$ cat src/rtl/bulls_cows_controller.sv
// Two-player Bulls & Cows game sequencer: secret capture, guess scoring,
// win detection and per-player scoreboard.
module bulls_cows_controller #(
  parameter int SCORE_W  = 4,
  parameter int TURN_MAX = 99
) (
  input  logic               clock,
  input  logic               reset,
  input  logic               confirm,
  input  logic [15:0]        switches,
  output logic [2:0]         state,
  output logic [2:0]         bulls,
  output logic [2:0]         cows,
  output logic               result_valid,
  output logic               error,
  output logic               winner,
  output logic [SCORE_W-1:0] score_j1,
  output logic [SCORE_W-1:0] score_j2,
  output logic [6:0]         turn_count
);

  typedef enum logic [2:0] {
    S_IDLE     = 3'd0,
    S_SECRET1  = 3'd1,
    S_SECRET2  = 3'd2,
    S_GUESS1   = 3'd3,
    S_GUESS2   = 3'd4,
    S_WIN      = 3'd5
  } state_t;

  state_t      st;
  logic        confirm_q;
  logic [15:0] secret_j1;
  logic [15:0] secret_j2;

  logic        conf_pulse;
  logic        entry_ok;
  logic [15:0] opp_secret;
  logic [2:0]  g_bulls;
  logic [2:0]  g_cows;
  logic [6:0]  turn_inc;

  assign state = st;

  function automatic logic valid_entry(input logic [15:0] v);
    logic ok;
    ok = 1'b1;
    for (int i = 0; i < 4; i++) begin
      if (v[4*i +: 4] > 4'd9) ok = 1'b0;
      for (int j = i + 1; j < 4; j++)
        if (v[4*i +: 4] == v[4*j +: 4]) ok = 1'b0;
    end
    return ok;
  endfunction

  function automatic logic [2:0] bulls_of(
    input logic [15:0] g,
    input logic [15:0] s
  );
    logic [2:0] n;
    n = '0;
    for (int i = 0; i < 4; i++)
      if (g[4*i +: 4] == s[4*i +: 4]) n = n + 3'd1;
    return n;
  endfunction

  // A cow is a non-bull guess digit found at another secret position.
  function automatic logic [2:0] cows_of(
    input logic [15:0] g,
    input logic [15:0] s
  );
    logic [2:0] n;
    logic       hit;
    n = '0;
    for (int i = 0; i < 4; i++) begin
      hit = 1'b0;
      for (int j = 0; j < 4; j++)
        if (j != i && g[4*i +: 4] == s[4*j +: 4]) hit = 1'b1;
      if (g[4*i +: 4] != s[4*i +: 4] && hit) n = n + 3'd1;
    end
    return n;
  endfunction

  always_comb begin
    conf_pulse = confirm & ~confirm_q;
    entry_ok   = valid_entry(switches);
    opp_secret = (st == S_GUESS2) ? secret_j1 : secret_j2;
    g_bulls    = bulls_of(switches, opp_secret);
    g_cows     = cows_of(switches, opp_secret);
    turn_inc   = (turn_count < 7'(TURN_MAX)) ? turn_count + 7'd1
                                             : turn_count;
  end

  always_ff @(posedge clock or negedge reset) begin
    if (!reset) begin
      st           <= S_IDLE;
      confirm_q    <= 1'b0;
      secret_j1    <= '0;
      secret_j2    <= '0;
      bulls        <= '0;
      cows         <= '0;
      result_valid <= 1'b0;
      error        <= 1'b0;
      winner       <= 1'b0;
      score_j1     <= '0;
      score_j2     <= '0;
      turn_count   <= '0;
    end else begin
      confirm_q    <= confirm;
      result_valid <= 1'b0;
      error        <= 1'b0;
      case (st)
        S_IDLE: st <= S_SECRET1;
        S_SECRET1, S_SECRET2: begin
          if (conf_pulse) begin
            if (!entry_ok) begin
              error <= 1'b1;
            end else if (st == S_SECRET1) begin
              secret_j1 <= switches;
              st        <= S_SECRET2;
            end else begin
              secret_j2 <= switches;
              st        <= S_GUESS1;
            end
          end
        end
        S_GUESS1, S_GUESS2: begin
          if (conf_pulse) begin
            if (!entry_ok) begin
              error <= 1'b1;
            end else begin
              bulls        <= g_bulls;
              cows         <= g_cows;
              result_valid <= 1'b1;
              turn_count   <= turn_inc;
              if (g_bulls == 3'd4) begin
                st <= S_WIN;
                if (st == S_GUESS1) begin
                  winner <= 1'b0;
                  if (!(&score_j1)) score_j1 <= score_j1 + 1'b1;
                end else begin
                  winner <= 1'b1;
                  if (!(&score_j2)) score_j2 <= score_j2 + 1'b1;
                end
              end else begin
                st <= (st == S_GUESS1) ? S_GUESS2 : S_GUESS1;
              end
            end
          end
        end
        S_WIN: begin
          if (conf_pulse) begin
            st         <= S_SECRET1;
            secret_j1  <= '0;
            secret_j2  <= '0;
            bulls      <= '0;
            cows       <= '0;
            turn_count <= '0;
          end
        end
        default: st <= S_IDLE;
      endcase
    end
  end

endmodule
$ cat config.mk
export PLATFORM = sky130hd
export DESIGN_NAME = bulls_cows_controller
export DESIGN_NICKNAME = d
export VERILOG_FILES = /design/src/rtl/bulls_cows_controller.sv
export SDC_FILE = /design/constraint.sdc
export NUM_CORES = 1
export LEC_CHECK = 0
export CELL_PAD_IN_SITES_DETAIL_PLACEMENT = 2
export CELL_PAD_IN_SITES_GLOBAL_PLACEMENT = 2
export CORE_ASPECT_RATIO = 1.1
export CORE_MARGIN = 2
export CORE_UTILIZATION = 38
export DETAILED_ROUTE_END_ITERATION = 10
export PLACE_DENSITY = 0.94
export SYNTH_ARGS = -nofsm -noshare
export SYNTH_HDL_FRONTEND = slang
export SYNTH_SLANG_ARGS = --single-unit
$ cat constraint.sdc
create_clock -name clock -period 8.35 [get_ports clock]
set_input_delay 0.835 -clock clock [delete_from_list [all_inputs] [get_ports clock]]
set_output_delay 0.835 -clock clock [all_outputs]
set_load 0.1 [all_outputs]
== Word-level counts from Yosys, hierarchy flattened ==
Index checks and enable logic that the tools add are counted.
Word-level totals
  ROM bits: 0
  memories kept: 0
  bits in latches: 0
  word-level logic and storage cells: 159
  input bits: 19
  register bits after elaboration: 60
  RAM bits: 0
  output and inout port bits: 27
Cells by class
  equality and inequality tests: 40
  $add $sub $neg: 9
  muxes and demuxes: 68
  bitwise operators: 5
  shift operators: 0
  order comparisons: 5
  reduce and logical (&&, ||, !) cells: 20
  div/mod/pow operators: 0
  multipliers: 0
Operator list (count)
  $mux W16: 8
  $eq A4 B4 Y1: 22
  $pmux W16 S2: 2
  $mux W3: 18
  $mux W1: 32
  $mux W7: 4
  $reduce_and A5 Y1: 4
  $add A3 B1 Y3 const B: 6
  $gt A4 B4 Y1 const B: 4
  $ne A2 B2 Y1 const B: 8
  $ne A4 B4 Y1: 4
  $reduce_and A4 Y1: 4
  $pmux W7 S2: 1
  $pmux W3 S2: 2
  $pmux W3 S4: 1
  $reduce_and A6 Y1: 2
  $eq A3 B3 Y1 const B: 3
  $add A4 B1 Y4 const B: 2
  $add A7 B1 Y7 const B: 1
  $lt A7 B7 Y1 const B: 1
  $eq A3 B2 Y1 const B: 2
  $logic_and A1 B1 Y1: 4
  $not A1 Y1: 4
  $reduce_bool A2 Y1: 2
  5 further kinds: 6

== Depth between registers and ports, before layout ==
Gate-level depths: netlist of the first run.
  depth after elaboration: 17
  mapped depth: 20
  mapped depth without buffers: 16

== Worst setup path before layout of the first run ==
Ideal clock, no wire load.
  path type: reg-to-reg
  start point: reg st[2] (netlist: state[2])
  end point: reg score_j1[2]
  setup slack: 3624 ps
  arrival: 4598 ps
  data required time: 8222 ps
  stages on the path, launching flop included: 16
  setup time: 128 ps
  cells stage by stage: dfrtp_1 buf_2 or3b_1 buf_2 buf_2 clkbuf_1 a21oi_1 xnor2_1 nor4_1 ha_1 xnor2_2 ha_1 inv_1 a41oi_2 nor4bb_1 mux2_1
Between the ends
  cells in the longest elaborated chain, start to end: 12
RTL lines
  start: declaration: line 31  | state_t st;
  start signal: assignment: line 146  | st <= (st == S_GUESS1) ? S_GUESS2 : S_GUESS1;
  $eq A3 B3 Y1: line 87, 112
  $mux W16: line 87  | opp_secret = (st == S_GUESS2) ? secret_j1 : secret_j2;
  $eq A4 B4 Y1
  $mux W1: line 63  | if (g[4*i +: 4] == s[4*i +: 4]) n = n + 3'd1;
  $add A3 B1 Y3: line 63
  $mux W3: line 63
  $add A3 B1 Y3: line 63
  $mux W3: line 63
  $add A3 B1 Y3: line 63
  $mux W3: line 63
  $eq A3 B3 Y1: line 136  | if (g_bulls == 3'd4) begin
  $reduce_and A6 Y1 (no source line) *
  end signal: assignment: line 140  | if (!(&score_j1)) score_j1 <= score_j1 + 1'b1;
  end: declaration: line 17  | output logic [SCORE_W-1:0] score_j1,
Every way passes the cells marked *; elsewhere a longest branch is shown, timed or not.
A chain may end at the register's enable or synchronous reset.

== Worst setup path in the final report of the first run ==
  start point: in switches[8]
  end point: reg score_j1[2]
Between the ends
  cells in the longest elaborated chain, start to end: 10
RTL lines
  start: declaration: line 10  | input logic [15:0] switches,
  $eq A4 B4 Y1: line 51  | if (v[4*i +: 4] == v[4*j +: 4]) ok = 1'b0;
  $mux W1 (2 in series): line 51
  $mux W1: line 49  | if (v[4*i +: 4] > 4'd9) ok = 1'b0;
  $mux W1 (2 in series): line 51
  $mux W1: line 49
  $mux W1: line 51
  $mux W1: line 49
  $reduce_and A6 Y1 (no source line) *
Marks and branches as above.

==> impl_metrics.ini, run 1 <==
[die]
die-height_um = 117.5
coreArea_um2 = 11440
ios = 46
die_area_um2 = 12590
std_cell_rows = 41
die_w_um = 107.2
start_util_pct = 38.90

[layout]
num_antenna_cells = 0
fill_cells = 1233
layout-drive-gt1-share_pct = 6.026
utilization_pct = 46.86
fin_cells = 681
final_nets = 555
final_area_um2 = 5360
syn_to_final_growth_pct = 20.44

[yosys]
synth_most_common_cell = dfrtp_1
async_flop_share_pct = 100.0
seq_area_frac_synth_pct = 33.74
ys_types = 60
syn-cell-area_um2 = 4451
synth_edf_count = 0
ys.warnings.count = 0
synth_commonest_cells = 60 x dfrtp_1, 48 x xor2_1, 43 x xnor2_1
synth_ff_type = dfrtp_1
syn_area_per_cell_um2 = 8.830
synth.top_cells.by_area = dfrtp_1 34%, xor2_1 9.4%, xnor2_1 8.5%
ys_ff_latch = 60
syn_nets = 532
synth_top_area_cell = dfrtp_1
synth_top_area_share_pct = 33.74
netlist_instances = 504

[sta]
tns_ns = 0
rsz0062_at_grt = false
finalCritPeriodShare_pct = 56.70
relSlewSlack_pct = 26.07
tightest_slew_ns = 1.109
fmax_mhz = 211.2
setup_violations = 0
period_minus_slack_ns = 4.734
slew_violations = 0
hold_viol = 0
fin_skew_ns = 0.006104

[placed_design]
place_congestion = 0.9151
port-buffer-count = 45
post_dp_cell_area_um2 = 4987
dp_cells = 666
hpwl_mm = 11.25

[clock_network]
post-cts-setup-buffer-count = 0
cts_made_buffers = 9
cts_tree = yes
cts_resized = 0
root_buffer = clkbuf_16
htree_levels = 3
clkTransAtPathRegs_ns = 0.06
cts.sinks = 60
ctsHoldBuffers = 0
clock_latency_ns = 0.35
clockBufferDepth = 2

[global_routing]
grt_pass1_vias = 4782
antenna_found_initial = 0
grt.total_usage_pct = 28.34
grt_max_degree = 61
grt_pass1_wl_mm = 27.31
overflow = 0

[outcome]
outcome = finished, final reports clean

[worst_setup_path]
worstSetupPathType = primary input to flop
crit_required_ns = 8.58
cp_max_fo = 14
crit_arrival_ns = 4.96
setup.worst_path.start_class = primary input
crit_path_end_kind = flop

[detailed_routing]
first_pass_iters = 5
drc = 0
drt-vias-per-instance = 6.003
ant_nets = 0
drt_iter0_markers = 254
wl_per_cell_um = 24.75
drt_wl_total_mm = 16.86
vias = 4088

[min_path]
hold_path.class = flop to flop

[power_and_ir_drop]
leakage_uw = 0.002290
peakVddDrop_mv = 0.1853
power_density_nw_per_um2 = 310.1

[run]
drv_cap = 0
[state kept, by name, indices dropped and copies added, names as in the netlist, 3 cells and up]
name	cells
bulls	3
cows	3
score_j1	4
score_j2	4
secret_j1	16
secret_j2	16
state	3
turn_count	7
[per-layer routing]
metal,vias to the layer above,global-route usage [%],part of all wire [%]
li1,1816,-,-
met1,2089,31.77,39
met2,129,50.32,52
met3,54,5.869,4.1
met4,0,13.72,4.9
met5,-,0,0
[cells by family (layout without fill, tap and decap cells)]
logic type	Yosys count	after routing	share of synthesized area, %
simple gates	144	144	17.46
compound gates	105	105	16.45
xor+xnor	92	92	18.27
buf+inv	74	101	6.522
flops	60	60	33.74
mux	19	19	4.807
fa+ha+maj	10	10	2.755
[power by group]
group          switching [uW]  internal [uW]  total (uW)
clock                     143            336         479
sequential                107            366         473
combinational             449            261         710
total                     699            963        1660
[worst max-delay path, stage by stage]
cell and delay (ns):
clkdlybuf4s50_1 0.92, inv_1 0.23, a221oi_1 0.41, a311oi_1 0.15, or4b_1 0.70, o21ai_0 0.33, ha_1 0.31, inv_1 0.09
a41oi_2 0.26, nor4bb_1 0.39, mux2_1 0.35
[final timing paths]
| path | startpoint | to | slack, ns | depth (start not counted) |
|---|---|---|---|---|
| setup / recovery | switches[8] | score_j1[2] | 3.62 | 11 |
| hold / removal | winner | winner | 0.50 | 1 |
| setup reg to reg | state[0] | score_j1[2] | 3.62 | 13 |
| hold reg to reg | winner | winner | 0.50 | 1 |
| max in group asynchronous | reset | secret_j2[4] | 7.15 | 2 |
| min in group asynchronous | reset | score_j1[2] | 0.67 | 2 |
[layout make-up]
cell class	instances	area (um^2)	share of cell area [%]
sequential	60	1501	28.01
multi-input combinational	370	2680	50.00
clock buffer	11	252.7	4.715
tap	150	187.7	3.501
timing repair buffer	50	483.0	9.010
inverter	36	135.1	2.521
clock inverter	4	120.1	2.241
[per-stage QoR]
stage / power (uW) / hold slack [ns] / setup slack (ns)
after global placement: 1099 / 0.4710 / 3.518
final: 1662 / 0.4983 / 3.616
after CTS: 1666 / 0.5029 / 3.630
after detailed placement: 1157 / 0.4897 / 3.310
after floorplan: 949.9 / 0.4953 / 3.624
after global routing: 1750 / 0.5303 / 3.336
[layout by cell type (no fill, tap or decap), types with 2 or more instances in the layout]
cell,instances
nor3_1,10
o2111ai_1,3
a2111o_1,2
xnor2_1,43
xor2_1,48
a22oi_1,2
and3_1,2
mux2i_1,12
a31oi_1,5
o21ai_0,30
clkbuf_16,9
mux2_1,5
nor2b_1,4
nand4_1,4
o41ai_1,2
a21oi_1,13
inv_1,36
nor4_1,17
nor2_1,29
bufinv_16,4
a211oi_1,4
a221oi_1,7
a311oi_1,2
ha_1,9
clkdlybuf4s50_1,44
a21o_1,2
and2_1,4
nand3b_1,2
dfrtp_1,60
nand3_1,30
a22o_1,17
nand2b_1,13
nand2_1,18
o21ai_1,2
clkbuf_8,2
buf_4,5
No activity file was read; power rests on OpenSTA's default activity.
==> run 2: changes to the inputs <==
--- a/config.mk
+++ b/config.mk
@@ -9,9 +9,9 @@
 export CELL_PAD_IN_SITES_GLOBAL_PLACEMENT = 2
 export CORE_ASPECT_RATIO = 1.1
 export CORE_MARGIN = 2
-export CORE_UTILIZATION = 38
+export CORE_UTILIZATION = 36
 export DETAILED_ROUTE_END_ITERATION = 10
-export PLACE_DENSITY = 0.94
+export PLACE_DENSITY = 0.91
 export SYNTH_ARGS = -nofsm -noshare
 export SYNTH_HDL_FRONTEND = slang
 export SYNTH_SLANG_ARGS = --single-unit
==> constraint.sdc (replaced) <==
create_clock -name clock -period 4.44 [get_ports clock]
set_input_delay 0.444 -clock clock [delete_from_list [all_inputs] [get_ports clock]]
set_output_delay 0.444 -clock clock [all_outputs]
set_load 0.1 [all_outputs]
==> run 2 against run 1 <==
Clock skew hardly changed. Non-clock buffer count is 23 higher. Via count is 2.5% higher. Critical path depth is 1 higher. Sequential power is 89% higher. Cell area is 2.3% higher. Combinational power is 87% higher. Critical path type is now flop to flop. Critical endpoint is now score_j2[1]. Largest cell class unchanged.
==> impl_metrics.ini, run 2 (synthesis results as in run 1) <==
[power_and_ir_drop]
power_density_nw_per_um2 = 539.4
peakVddDrop_mv = 0.3631
leakage_uw = 0.002369

[sta]
relSlewSlack_pct = 32.65
tightest_slew_ns = 1.007
hold_viol = 0
setup_violations = 0
rsz0062_at_grt = false
fmax_mhz = 241.3
fin_skew_ns = 0.006570
period_minus_slack_ns = 4.145
hold_slack_ns = 0.2814
finalCritPeriodShare_pct = 93.35
tns_ns = 0
slew_violations = 0

[global_routing]
antenna_found_initial = 0
grt_max_degree = 61
overflow = 0
grt_pass1_vias = 4840
grt_pass1_wl_mm = 26.81
grt.total_usage_pct = 27.12

[clock_network]
cts.sinks = 60
clkTransAtPathRegs_ns = 0.06
clock_latency_ns = 0.35
root_buffer = clkbuf_16
cts_tree = yes
ctsHoldBuffers = 0
clockBufferDepth = 2
cts_made_buffers = 9
htree_levels = 3

[layout]
num_antenna_cells = 0
final_area_um2 = 5483
layout-drive-gt1-share_pct = 10.45
mostFrequentLayoutCell = dfrtp_1
final_cell_mix = 57 x dfrtp_1, 48 x xor2_1, 44 x clkdlybuf4s50_1
largestRegisters = secret_j1 (16), secret_j2 (16), turn_count (7)
utilization_pct = 45.56
syn_to_final_growth_pct = 23.19
final_nets = 578

[detailed_routing]
wl_per_cell_um = 24.38
ant_nets = 0
drt-vias-per-instance = 5.913
drt_iter0_markers = 189
first_pass_iters = 4
vias = 4192
drc = 0
drt_wl_total_mm = 17.28

[worst_setup_path]
setup.worst_path.start_class = flop
crit_required_ns = 4.67
timing.rr.start = state[1]
r2r_end = score_j2[1]
worstSetupPathType = flop to flop
cp_max_fo = 13
crit_arrival_ns = 4.37
crit_path_end_kind = flop
rrSetupSlack_ns = 0.30
r2r_cells = 12

[die]
die_w_um = 110.0
start_util_pct = 36.98
std_cell_rows = 42
die_area_um2 = 13270
coreArea_um2 = 12030
ios = 46
die-height_um = 120.6

[placed_design]
port-buffer-count = 45
place_congestion = 0.9539
hpwl_mm = 12.22
post_dp_cell_area_um2 = 5134

[outcome]
outcome = finished, final reports clean

[min_path]
hold_path.class = primary input to asynchronous set/reset pin

[run]
drv_cap = 0
run 2: through the flow:
step	power (uW)	worst slack (ns)	std cells
finish	2957	0.2955	709
global route	3117	0.08380	709
CTS	2960	0.02029	705
detailed placement	2205	0.06462	689
global placement	2088	0.3728	689
floorplan	1788	0.002272	504
run 2: critical path: stages (launching register included):
cell	delay, ns
dfrtp_2	0.49
or3b_4	0.53
mux2i_1	0.28
xnor2_1	0.09
or4_1	0.55
inv_1	0.10
ha_1	0.27
xnor2_2	0.29
ha_1	0.30
inv_1	0.08
a41oi_2	0.29
nand4bb_1	0.39
mux2_1	0.36
run 2: cell type report:
cell class	count	area (um^2)
Fill cell	1308	6551
Tap cell	154	192.7
Inverter	36	135.1
Sequential cell	60	1505
Timing Repair Buffer	73	668.1
Multi-Input combinational cell	370	2678
Clock buffer	12	256.5
Clock inverter	4	47.55
run 2: layer usage:
layer,up-vias,routed length [um],track usage [%]
met4,0,909,16.93
met2,124,9158,49.77
li1,1850,-,-
met1,2158,6520,28.10
met3,60,694,4.151
met5,-,0,0
run 2: worst max-delay path by stage:
stage	to	slack, ns	start
detailed placement	score_j2[1]	0.06	state[1]
global route	score_j1[2]	0.08	state[0]
floorplan	score_j1[2]	0.002	state[2]
finish	score_j2[1]	0.30	state[1]
global placement	score_j1[2]	0.37	state[0]
CTS	score_j2[1]	0.02	state[0]
run 2: power breakdown:
part           switching (uW)  leakage, uW  total, uW  internal [uW]
combinational             815      0.00145       1330            517
clock                     267     0.000149        730            463
sequential                206     0.000773        896            689
run 2: timing repair:
item                       4_1_cts  5_1_grt
setup endpoints to repair        0        7
hold endpoints to repair         0        0
resized for setup                0        1
buffers inserted                 0        4
==> patch 1, RTL diff (config.mk and constraints of run 2) <==
Change the parameter `SCORE_W` from 4 to 6.
--- a/src/rtl/bulls_cows_controller.sv
+++ b/src/rtl/bulls_cows_controller.sv
@@ -3,3 +3,3 @@
 module bulls_cows_controller #(
-  parameter int SCORE_W  = 4,
+  parameter int SCORE_W  = 6,
   parameter int TURN_MAX = 99
Interface: changed (resized score_j1 and score_j2); port bits go from 46 to 50. The function was not compared with the original's and may differ.
==> patch 1 against run 2 <==
- synthesized area grew 8.9%
- design area grew 6.9%
- fmax shrank 5.5%
- sequential cell count grew 4
- power shrank 2.2%
- wire length grew 32%
- worst setup slack lost 240 ps
- clock power grew 8.2%
- critical path depth grew 1
- sequential power grew 3.0%
- global-route usage grew 5.5 points
- non-clock buffer count grew 2
- combinational power shrank 11%
==> patch 1: results (changes against run 2) <==
top post-synthesis cells by area dfrtp_1 33%, xor2_1 9.2%, xnor2_1 8.1%; initial detailed-routing violation count 430 (+130%); Yosys Warn Count 0 (unchanged); Syn Nets 558 (+4.9%); largest net degree at the start of global routing 47 (-23%); Final Wtd Congestion 0.951 (-0.34%); top cells by count, synth 64 x dfrtp_1, 51 x xor2_1, 48 x nand2_1; Seq pwr share 31.9% (+1.6 points); Total GRT Usage 32.7% (+5.5 points); outcome finished clean; Synth Area in XOR/XNOR 17.7% (-0.60 points); wire length on met2 11.0 mm (+20%); Comb power frac 40.8% (-4.2 points); Least-Margin Pin Slew 1160 ps (+149 ps); DRT met1 WL 8.84 mm (+36%); Final period util 98.8% (+5.5 points); P_sw 1.28 mW (-0.68%); P_leak 2.56 nW (+8.1%); Worst VDD drop 0.000266 V (-27%); DR pass1 iterations 7 (+3); DR WL met3 1.57 mm (+130%); Synth cell types 67 (+12%); critical path peak fanout 12 (-1); fin cells 745 (+5.1%); first-pass GRT wire length 35.3 mm (+32%); worst slack, placed 13.7 ps (-51.0 ps); # nets final 606 (+4.8%); post-synthesis mux area share 5.91% (+1.1 points); Fill cells 1358 (+3.8%); vias in the first global route 5445 (+13%); fraction of the mapped netlist area in compound gates 18.1% (+1.6 points); Placed Cells incl. Taps 729 (+5.8%); largest stage delay on the critical path 530 ps (-20 ps); clk_skew 10.4 ps (+3.79 ps); Reg clk slew, reported paths 70 ps; Vias/cell 6.51 (+10%); Syn Area/Cell 9.13 um^2 (+3.4%); Slowest cell on crit path or3b_4; Crit path arrival time 4610 ps (+240 ps); adder-cell share of the synthesized area 2.06% (-0.69 points); post-synthesis sequential area ratio 33.0% (-0.70 points); Main synth FF type dfrtp_1; Post-DP Area 5520 um^2 (+7.5%); Detailed Place HPWL 14.2 mm (+16%); WL final 22.9 mm (+32%)
[patch 1: final cells by class]
cell class | instances | share of cell area (%)
sequential | 64 | 27.3
clock buffer | 9 | 3.84
timing repair buffer | 75 | 11.6
multi-input combinational | 403 | 50.5
inverter | 26 | 1.66
clock inverter | 7 | 1.64
tap | 161 | 3.44
[patch 1: path summary, 6_finish.rpt]
path                       cells past startpoint                    start  slack (ps)                   endpoint
max in group asynchronous                      2                    reset        3180       state[2]$_DFFE_PN0P_
setup / recovery                              13     state[2]$_DFFE_PN0P_          50    score_j1[1]$_DFFE_PN0P_
hold / removal                                 1                    reset         320  secret_j2[13]$_DFFE_PN0P_
setup reg to reg                              13     state[2]$_DFFE_PN0P_          50    score_j1[1]$_DFFE_PN0P_
min in group clock                             1  score_j2[3]$_DFFE_PN0P_         520    score_j2[3]$_DFFE_PN0P_
hold reg to reg                                1  score_j2[3]$_DFFE_PN0P_         520    score_j2[3]$_DFFE_PN0P_
[patch 1: timing repair]
item                                    in CTS  in global routing
gates resized for setup                      3                  4
hold buffers                                 0                  0
endpoints found under the setup margin      10                  3
[patch 1: metrics by stage]
step           power [mW]  util, %  hold WS, ps
2_1_floorplan        1.61        -          148
3_3_place_gp         1.88     41.9          485
3_5_place_dp         1.99     41.9          501
4_1_cts              2.85     44.5          352
5_1_grt              2.98     44.6          417
6_report             2.89     44.6          321
[patch 1: critical path, delay by kind of cell (launching register included)]
family / cells / cell delay [ps]
and+or+nand+nor: 5 / 1830
AOI/OAI and AO/OA: 3 / 700
adders and majority gates: 2 / 620
DFF: 1 / 490
muxes: 1 / 350
buffers and inverters: 2 / 280
[patch 1: layer usage]
layer | vias up | global-route usage, %
li1 | 1994 | -
met1 | 2453 | 40.0
met2 | 295 | 53.6
met3 | 109 | 5.92
met4 | 0 | 18.8
met5 | - | 0
==> patch 2, RTL diff (config.mk and constraints of run 2) <==
Made on the original files. Make the reset (`reset`) synchronous in one clocked block.
--- a/src/rtl/bulls_cows_controller.sv
+++ b/src/rtl/bulls_cows_controller.sv
@@ -93,3 +93,3 @@
 
-  always_ff @(posedge clock or negedge reset) begin
+  always_ff @(posedge clock) begin
     if (!reset) begin
Check against the original RTL: differs if reset is asserted again (counterexample within 4 cycles, from zero or initial values and one cycle with reset low); with reset held inactive, the same outputs for 4 cycles.
==> patch 2 against run 2 <==
- the flow now finishes with violations (design-rule violations)
- synthesized area increased by 5.9%
- first-iteration DRC count up 27%
- count of clock-buffer cells in the layout down 1
- worst setup slack better by 13 ps
- utilization down 1.3 points
- largest cell class unchanged
- critical path type unchanged
- highest routed layer unchanged
- wire length up 6.6%
- clock skew barely moved
- synthesized cell count up 17%
- sequential cell count is the same
- design area rose by 2.4%
- critical path depth rose by 1
Power is not compared: it rests on default switching activity, and its combinational part moved more than twofold at a synthesized area within 25%.
==> patch 2: results (changes against run 2) <==
outcome complete, but fails checks; failing checks design-rule violations; Total Power between 1 and 1.5 mW; P_sw 0.437 mW; Residual DRC 5 (+5); Crit path arrival time 4410 ps (+40 ps); WL final 18.4 mm (+6.6%); Sequential Power roughly 0.55 mW; Placed Cells incl. Taps 770 (+12%); Post-DP Area 5320 um^2 (+3.6%); Synth Area in XOR/XNOR 15.8% (-2.5 points); CP Launch Point state[2]$_SDFFE_PN0P_; share of cells above drive strength 1 11.0% (+0.54 points); Detailed Place HPWL 13.4 mm (+9.5%); initial antenna violation count 0 (unchanged); post-synthesis sequential area ratio 25.5% (-8.2 points); H-tree Lvls 3 (unchanged); Rel. slew slack 33.9% (+1.3 points); Vias/cell 5.96 (+0.75%); fin cells 785 (+11%); fraction of the mapped netlist area in compound gates 20.8% (+4.4 points); Slowest cell on crit path or3b_4; # nets final 651 (+13%); critical path peak fanout 28 (+15); reg2reg end score_j2[3]$_SDFFE_PN0P_; Hold Crit Class register to register; largest net degree at the start of global routing 33 (-46%); top cells by count, synth 60 x dfxtp_1, 54 x nor2_1, 48 x xnor2_1; worst hold slack 422 ps (+141 ps); Max Clock Freq 242 MHz (+0.32%); largest stage delay on the critical path 510 ps (-40 ps); initial detailed-routing violation count 240 (+27%); clk_skew 6.19 ps (-0.378 ps); clock root cell clkbuf_16; Reg2Reg Depth 13 (+1); Synth cell types 65 (+8.3%); worst hold path startpoint confirm_q$_SDFF_PN0_; WS Path Type register to register; Total GRT Usage 27.0% (-0.093 points); Yosys Warn Count 0 (unchanged); fraction of registers with async set/reset 0% (-100 points); Final Wtd Congestion 0.898 (-5.8%); Syn Nets 616 (+16%); Antenna Cells 0 (unchanged); Syn Area/Cell 8.00 um^2 (-9.4%); post-synthesis mux area share 4.41% (-0.40 points); top post-synthesis cells by area dfxtp_1 25%, xnor2_1 8.9%, xor2_1 6.5%; DR pass1 iterations 7 (+3); vias in the first global route 5200 (+7.4%); count of input and output buffers 45 (unchanged); worst slack, placed 161 ps (+96.6 ps); adder-cell share of the synthesized area 2.12% (-0.63 points); first-pass GRT wire length 28.9 mm (+7.7%); Fill cells 1430 (+9.3%)
## patch 2: changes by cell type in the layout (fill, tap and decap cells not counted), moves of 10 or more
| cell | delta |
|---|---|
| dfxtp_1 | +59 |
| a22o_1 | -16 |
| a22oi_1 | +14 |
| nor2_1 | +25 |
| xor2_1 | -13 |
| a21oi_1 | +17 |
| o21ai_0 | -10 |
| dfrtp_1 | -57 |
| nor2b_1 | +25 |
## patch 2: layout make-up
| class | instances | area share, % |
|---|---|---|
| clock buffers | 11 | 4.50 |
| clock inverters | 4 | 0.446 |
| inverters | 33 | 2.21 |
| multi-input cells | 448 | 56.3 |
| flip-flops and latches | 60 | 21.4 |
| well taps | 157 | 3.50 |
| repair buffers | 72 | 11.6 |
## patch 2: per-layer routing
metal  global-route usage (%)  share of wire [%]
met3                     4.53                3.2
met1                     29.7                 41
met5                        0                  0
met4                     13.9                4.4
met2                     50.2                 52
